$ cat src/rtl/fetch_pkg.sv
// Shared defaults for the instruction fetch queue.
package fetch_pkg;

  localparam int unsigned FETCH_WIDTH = 16;
  localparam int unsigned FETCH_DEPTH = 8;

endpackage

$ cat src/rtl/fetch_fifo_mem.sv
// Register-array storage for the fetch FIFO: one write port, one asynchronous read port.
module fetch_fifo_mem
  import fetch_pkg::*;
#(
  parameter int unsigned WIDTH = FETCH_WIDTH,
  parameter int unsigned DEPTH = FETCH_DEPTH
) (
  input  logic                     clk,
  input  logic                     we,
  input  logic [$clog2(DEPTH)-1:0] waddr,
  input  logic [WIDTH-1:0]         wdata,
  input  logic [$clog2(DEPTH)-1:0] raddr,
  output logic [WIDTH-1:0]         rdata
);

  logic [WIDTH-1:0] mem_q [DEPTH];

  // Contents are deliberately left unreset; occupancy alone decides validity.
  always_ff @(posedge clk) begin
    if (we) begin
      mem_q[waddr] <= wdata;
    end
  end

  assign rdata = mem_q[raddr];

endmodule

$ cat src/rtl/fetch_fifo.sv
// Show-ahead fetch FIFO: circular buffer with occupancy counter, flush and sticky overflow.
module fetch_fifo
  import fetch_pkg::*;
#(
  parameter int unsigned WIDTH    = FETCH_WIDTH,
  parameter int unsigned DEPTH    = FETCH_DEPTH,
  parameter int unsigned AF_LEVEL = DEPTH - 2
) (
  input  logic                   clk,
  input  logic                   rst_n,
  input  logic                   flush,
  input  logic                   push_valid,
  input  logic [WIDTH-1:0]       push_data,
  output logic                   push_ready,
  output logic                   pop_valid,
  output logic [WIDTH-1:0]       pop_data,
  input  logic                   pop_ready,
  output logic [$clog2(DEPTH):0] count,
  output logic                   almost_full,
  output logic                   overflow
);

  localparam int unsigned AW = $clog2(DEPTH);
  localparam int unsigned CW = AW + 1;
  localparam logic [CW-1:0] FullCount = CW'(DEPTH);
  localparam logic [CW-1:0] AfLevel   = CW'(AF_LEVEL);

  logic [AW-1:0] wr_ptr_q, wr_ptr_d;
  logic [AW-1:0] rd_ptr_q, rd_ptr_d;
  logic [CW-1:0] count_q, count_d;
  logic          overflow_q, overflow_d;
  logic          push_fire, pop_fire;

  // Handshakes look only at registered state, so a full FIFO refuses even when a pop fires.
  assign push_ready  = (count_q != FullCount);
  assign pop_valid   = (count_q != '0);
  assign count       = count_q;
  assign almost_full = (count_q >= AfLevel);
  assign overflow    = overflow_q;

  assign push_fire = push_valid & push_ready & ~flush;
  assign pop_fire  = pop_valid & pop_ready & ~flush;

  always_comb begin
    wr_ptr_d   = wr_ptr_q;
    rd_ptr_d   = rd_ptr_q;
    count_d    = count_q;
    overflow_d = overflow_q | (push_valid & ~push_ready & ~flush);
    if (flush) begin
      wr_ptr_d = '0;
      rd_ptr_d = '0;
      count_d  = '0;
    end else begin
      if (push_fire) wr_ptr_d = wr_ptr_q + AW'(1);
      if (pop_fire)  rd_ptr_d = rd_ptr_q + AW'(1);
      case ({push_fire, pop_fire})
        2'b10:   count_d = count_q + CW'(1);
        2'b01:   count_d = count_q - CW'(1);
        default: count_d = count_q;
      endcase
    end
  end

  always_ff @(posedge clk or negedge rst_n) begin
    if (!rst_n) begin
      wr_ptr_q   <= '0;
      rd_ptr_q   <= '0;
      count_q    <= '0;
      overflow_q <= 1'b0;
    end else begin
      wr_ptr_q   <= wr_ptr_d;
      rd_ptr_q   <= rd_ptr_d;
      count_q    <= count_d;
      overflow_q <= overflow_d;
    end
  end

  fetch_fifo_mem #(
    .WIDTH(WIDTH),
    .DEPTH(DEPTH)
  ) u_mem (
    .clk  (clk),
    .we   (push_fire),
    .waddr(wr_ptr_q),
    .wdata(push_data),
    .raddr(rd_ptr_q),
    .rdata(pop_data)
  );

endmodule

$ cat config.mk
export PLATFORM = sky130hd
export DESIGN_NAME = fetch_fifo
export DESIGN_NICKNAME = d
export VERILOG_FILES = /design/src/rtl/fetch_pkg.sv /design/src/rtl/fetch_fifo_mem.sv /design/src/rtl/fetch_fifo.sv
export SDC_FILE = /design/constraint.sdc
export NUM_CORES = 1
export LEC_CHECK = 0
export ABC_AREA = 1
export BUFFER_PORTS_ARGS = -buffer_cell sky130_fd_sc_hd__buf_2
export CAP_MARGIN = 20
export CORE_MARGIN = 3
export CORE_UTILIZATION = 50
export DETAILED_ROUTE_END_ITERATION = 8
export GPL_TIMING_DRIVEN = 0
export PLACE_DENSITY_LB_ADDON = 0.2
export RECOVER_POWER = 25
export SLEW_MARGIN = 10
export SYNTH_ARGS = -nofsm -noshare
export SYNTH_HDL_FRONTEND = slang
export SYNTH_SLANG_ARGS = --single-unit
$ cat constraint.sdc
create_clock -name clk -period 2.97 [get_ports clk]
set_input_delay 0.297 -clock clk [delete_from_list [all_inputs] [get_ports clk]]
set_output_delay 0.297 -clock clk [all_outputs]
set_load 0.01 [all_outputs]
==> metrics, run 1 <==
syn nets=approximately 470; post-synthesis register bit count=approximately 140; crit-path max FO=10; Layout Area Growth over Synthesis=19.0%; Root Buffer=clkbuf_16; Initial DRC Count=around 420; Buf+Inv Stages, Crit Path=3; post-synthesis adder-cell area fraction=1.23%; TritonCTS clock tree=built; number of buffers added on ports=between 40 and 50; Initial DRT Pass Iterations=4; P per Cell Area=between 800 and 900 mW/mm2; Final ANT Viol Nets=0; Critical Path Sink Type=output pin; Worst Hold Class=input pin to flip-flop; CP delay by family, top=buffers and inverters; post-synthesis area per instance=12.9 um2; Max Cap Violations=0; Worst-path clk slew=approximately 60 ps; CP max stage delay=~480 ps; Synth Area in Simple Gates=between 10% and 20%; RSZ-0062 raised after global routing=no; number of global-route vias before repair=around 3,800; row count=38; Routed Wire Length=between 10 and 15 mm; H-tree Lvls=4; CP Launch Type=flip-flop; # setup viols final=0; Synth Area in Compound Gates=around 8%; CTS Buf Count=17; Post-CTS Setup Inserts=0; Pleak=2.45 nW; Post-CTS Hold Fix Bufs=1; largest family of logic cells by synthesized area=simple AND/OR/NAND/NOR gates; Final Max Tran Viols=0; Yosys cell types=29; VDD IR max=about 0.00042 V; Max-slew headroom=48.6%; core area=0.0110 mm2; Seq/Total Area, Yosys=between 70% and 80%; die height=approximately 110 um; crit path kind=flip-flop to output pin; Post-CTS Resized=0; Async SR Flop Fraction=about 8%; GRT Total Usage=between 20% and 30%; Worst Tran Pin Value=slightly below 800 ps; most frequent cells in the layout=edfxtp_1, nand2_1, nor2_1; final period utilization=between 80% and 90%; # diodes=0; Initial Util=51.7%; Total Nets Final=about 540; post-route setup TNS=0 ps; Final GP Congestion=0.787; CP required=between 2000 and 3000 ps; num ports=between 40 and 50; Max clock buf depth=2; post-synthesis mux area share=around 2.8%; pin count of the biggest net entering global routing=17; worst path cell trace=buf_2, clkbuf_1, o21ai_0, o32ai_1, nand2_1, nand2_1, buf_2; initial antenna violation count=0; leading cell type in the layout, fill and taps excluded=edfxtp_1; first-pass GRT wire length=around 21 mm; die area=~0.013 mm2; GRT overflow=0; cell area after synthesis=0.00568 mm2; proportion of layout cells with a drive suffix above 1=a little under a fifth; Fin. Hold Viols=0; DRC violations left=0; dpl hpwl=~8.5 mm; Post-synth EDFFs=about 130; Top FF cell, synth=edfxtp_1; DR vias=3,786; drt wl/cell=between 20 and 25 um; CP Data Arrival Time=between 2000 and 2500 ps; crit path max-delay cell type=clkbuf_1; Clock Skew=7.90 ps; Horiz. Die Dim=113 um; cells after synthesis=about 440; hold_ws=approximately 140 ps; Worst-Skew Late Latency=approximately 400 ps; status=completed; Achievable Freq=about 0.40 GHz; clock sinks=between 100 and 150; xor/xnor share of the synthesized area=0.154%; Ys Warns=0; min Tclk post-route=2520 ps; average via count per standard cell=5.70
==> worst min-delay path, delay by kind of cell <==
family	cells	cell delay [ps]
AOI/OAI and AO/OA	1	40
and+or+nand+nor	2	90
buffers and inverters	1	100
==> sequential cells by signal, indices dropped and copies added (netlist names) <==
signal,cells
count,4
overflow,1
wr_ptr_q,3
u_mem.mem_q,128
rd_ptr_q,3
==> power by group <==
| part | total, mW | switching [mW] | internal [mW] | leakage [nW] |
|---|---|---|---|---|
| clock network | 1.99 | 0.776 | 1.22 | 0.269 |
| registers | 2.25 | 0.0498 | 2.20 | 1.30 |
| logic | 1.25 | 0.809 | 0.441 | 0.881 |
| total | 5.49 | 1.63 | 3.86 | 2.45 |
==> metrics by stage <==
stage | instance area [um2] | setup WS, ps | total power [mW] | util, % | std cells
CTS | 6770 | 488 | 5.51 | 61.6 | 664
global route | 6750 | 319 | 5.73 | 61.5 | 664
detailed placement | 6200 | 604 | 3.53 | 56.5 | 631
global placement | 6070 | 54.2 | 3.50 | 55.3 | 623
finish | 6750 | 451 | 5.49 | 61.5 | 664
floorplan | 5680 | 860 | 3.06 | - | 439
==> area by class of cell <==
class,count,area [um2]
multi-input cells,264,1390
repair buffers,53,327
clock buffers,17,425
flip-flops and latches,139,4120
plain buffers,22,130
well taps,140,175
fillers,870,4230
inverters,14,53.8
clock inverters,15,131
==> cell families after synthesis <==
group | count (synthesis)
fa+ha+maj | 5
compound gates | 77
buf+inv | 36
simple gates | 165
flops | 139
xor+xnor | 1
mux | 16
==> layer usage <==
layer  global-route usage [%]  share of wire [%]
met5                        0                  0
met4                     6.73                1.1
met3                     5.88                7.4
met2                     35.4                 49
met1                     29.9                 43
==> synthesized netlist by cell type, types with 6 or more instances <==
master    number  share of area, %
o32ai_1       16               2.5
nand2_2        6              0.66
nor2_1        75               5.0
edfxtp_1     128                68
clkbuf_1       8              0.53
dfrtp_1       11               4.9
o22ai_1       16               1.8
inv_1         11              0.73
buf_2          8              0.71
nand3_1        9              0.79
nand2_1       70               4.6
mux2i_1       16               2.8
o21ai_0       38               3.4
==> worst paths after layout <==
kind                             start           endpoint  slack, ps  cells after the start
max                        rd_ptr_q[1]       pop_data[11]        450                      7
max reg2reg                   count[1]  u_mem.mem_q[4][6]        690                      5
min                              flush           count[3]        140                      4
max in group asynchronous        rst_n        rd_ptr_q[2]       2470                      2
min in group asynchronous        rst_n           count[1]        290                      2
min reg2reg                   overflow           overflow        490                      1
No activity file was read; power rests on OpenSTA's default activity.
==> run 2: changes to the inputs <==
==> constraint.sdc (replaced) <==
create_clock -name clk -period 2.2 [get_ports clk]
set_input_delay 0.22 -clock clk [delete_from_list [all_inputs] [get_ports clk]]
set_output_delay 0.22 -clock clk [all_outputs]
set_load 0.01 [all_outputs]
==> run 2 against run 1 <==
  * Core utilization rose by 0.83 points
  * Sequential share of layout area fell by 0.81 points
  * Setup slack got worse by 340 ps
  * Hold slack got worse by 76 ps
  * Non-clock buffer count rose by 3
  * Wire length fell by 0.13%
  * Critical path depth rose by 1
  * Combinational power rose by 42%
  * Largest cell class unchanged
==> metrics, run 2 (same netlist as run 1, synthesis figures left out) <==
CP required=1980 ps; Final ANT Viol Nets=0; Final Instance Area=around 0.007 mm2; number of buffers added on ports=44; hold path cells=4; crit path max-delay cell type=dfrtp_1; final period utilization=a little over nine tenths; worst r2r src=count[0]; num ports=45; Largest Register=u_mem.mem_q; CP Launch Type=flip-flop; Clock Skew=about 6.9 ps; GRT overflow=0; min Tclk post-route=around 2100 ps; Horiz. Die Dim=113 um; initial antenna violation count=0; Routed Wire Length=between 10 and 15 mm; VDD IR max=around 0.00055 V; max FFs per register=~130; GRT Total Usage=around 22%; leading cell type in the layout, fill and taps excluded=edfxtp_1; Root Buffer=clkbuf_16; CTS Buf Count=17; post-route setup TNS=0 ps; CP Data Arrival Time=approximately 1900 ps; Fin. Hold Viols=0; pin count of the biggest net entering global routing=17; die area=0.0127 mm2; status=completed; core area=~0.011 mm2; number of global-route vias before repair=3,850; total power=approximately 7.5 mW; DR vias=3,788; Worst-Skew Late Latency=a little over 400 ps; crit-path max FO=10; Critical Path Sink Type=output pin; die height=roughly 110 um; # setup viols final=0; most frequent cells in the layout=edfxtp_1, nand2_1, nor2_1; Total Nets Final=540; Worst Tran Pin Value=430 ps; Max clock buf depth=2; H-tree Lvls=4; drt wl/cell=about 20 um; TritonCTS clock tree=built; Layout Area Growth over Synthesis=20.6%; Achievable Freq=between 0.4 and 0.5 GHz; Reg2Reg Setup Slack=approximately 190 ps; Worst Hold Class=input pin to flip-flop; first-pass GRT wire length=~21 mm; # diodes=0; Pleak=between 2 and 3 nW; Max Cap Violations=0; Worst-path clk slew=60 ps; Hold Crit Endpoint=count[3]; dpl hpwl=8.53 mm; r2r worst-path depth=5; Initial DRC Count=about 350; P per Cell Area=about 1100 mW/mm2; reg2reg end=u_mem.mem_q[2][6]; CP max stage delay=about 430 ps; row count=38; crit path kind=flip-flop to output pin; Max-slew headroom=a little over 70%; DRC violations left=0; DP Area=between 0.006 and 0.007 mm2; Final GP Congestion=around 0.79; clock sinks=between 100 and 150; Initial Util=51.7%; min-delay src=flush; worst path cell trace=inv_1, buf_6, buf_6, nor2_1, o32ai_1, nand2_1, nand2_1, buf_2; average via count per standard cell=between 5 and 6; proportion of layout cells with a drive suffix above 1=about 22%; Final Max Tran Viols=0; Initial DRT Pass Iterations=5
[run 2: cell count changes in the layout (fill, tap and decap cells not counted), sizes merged]
| cell | change |
|---|---|
| clkbuf | +3 |
[run 2: per-stage QoR]
step / instances / hold WS [ps] / util, % / setup WS [ps]
after detailed placement: 631 / 110 / 56.5 / -101
final: 667 / 67.0 / 62.3 / 107
after CTS: 664 / 57.0 / 61.9 / 47.1
after floorplan: 439 / -75.6 / - / 90.4
after global routing: 667 / 80.0 / 62.3 / -5.04
after global placement: 623 / 102 / 55.3 / -660
[run 2: how the worst max path moves through the flow]
| stage | startpoint | to | cells after the start |
|---|---|---|---|
| 2_1_floorplan | count[0] | u_mem.mem_q[0][0] | 4 |
| 3_3_place_gp | count[0] | u_mem.mem_q[4][6] | 4 |
| 3_5_place_dp | count[0] | u_mem.mem_q[5][6] | 5 |
| 4_1_cts | rd_ptr_q[0] | pop_data[14] | 8 |
| 5_1_grt | rd_ptr_q[0] | pop_data[14] | 8 |
| 6_report | rd_ptr_q[0] | pop_data[13] | 8 |
[run 2: worst max-delay path, delay by kind of cell (launching register included)]
kind,cells,cell delay (ps)
buf+inv,4,640
simple gates,3,270
compound gates,1,130
flops,1,430
[run 2: report_power, final]
| group | switching, mW | total (mW) | internal [mW] |
|---|---|---|---|
| Combinational | 1.11 | 1.77 | 0.665 |
| Clock | 1.04 | 2.68 | 1.64 |
| Sequential | 0.0669 | 3.04 | 2.97 |
[run 2: cell type report]
class | count | area [um2]
Buffer | 22 | 171
Sequential cell | 139 | 4120
Clock buffer | 17 | 425
Timing Repair Buffer | 56 | 349
Fill cell | 871 | 4140
Clock inverter | 15 | 131
Inverter | 14 | 55.1
Tap cell | 140 | 175
Multi-Input combinational cell | 264 | 1420
[run 2: repair_timing]
| item | CTS | global route |
|---|---|---|
| hold buffers | 1 | 0 |
| setup endpoints to repair | 30 | 71 |
| setup buffers | 0 | 3 |
| gates resized for setup | 13 | 18 |
| endpoints found under the hold margin | 11 | 0 |
[run 2: routing by layer]
layer,up-vias,global-route usage (%),wire length (um)
li1,1743,-,-
met1,1867,30.2,5580
met2,164,35.6,6640
met3,14,5.44,1050
met4,0,6.81,145
met5,-,0,0
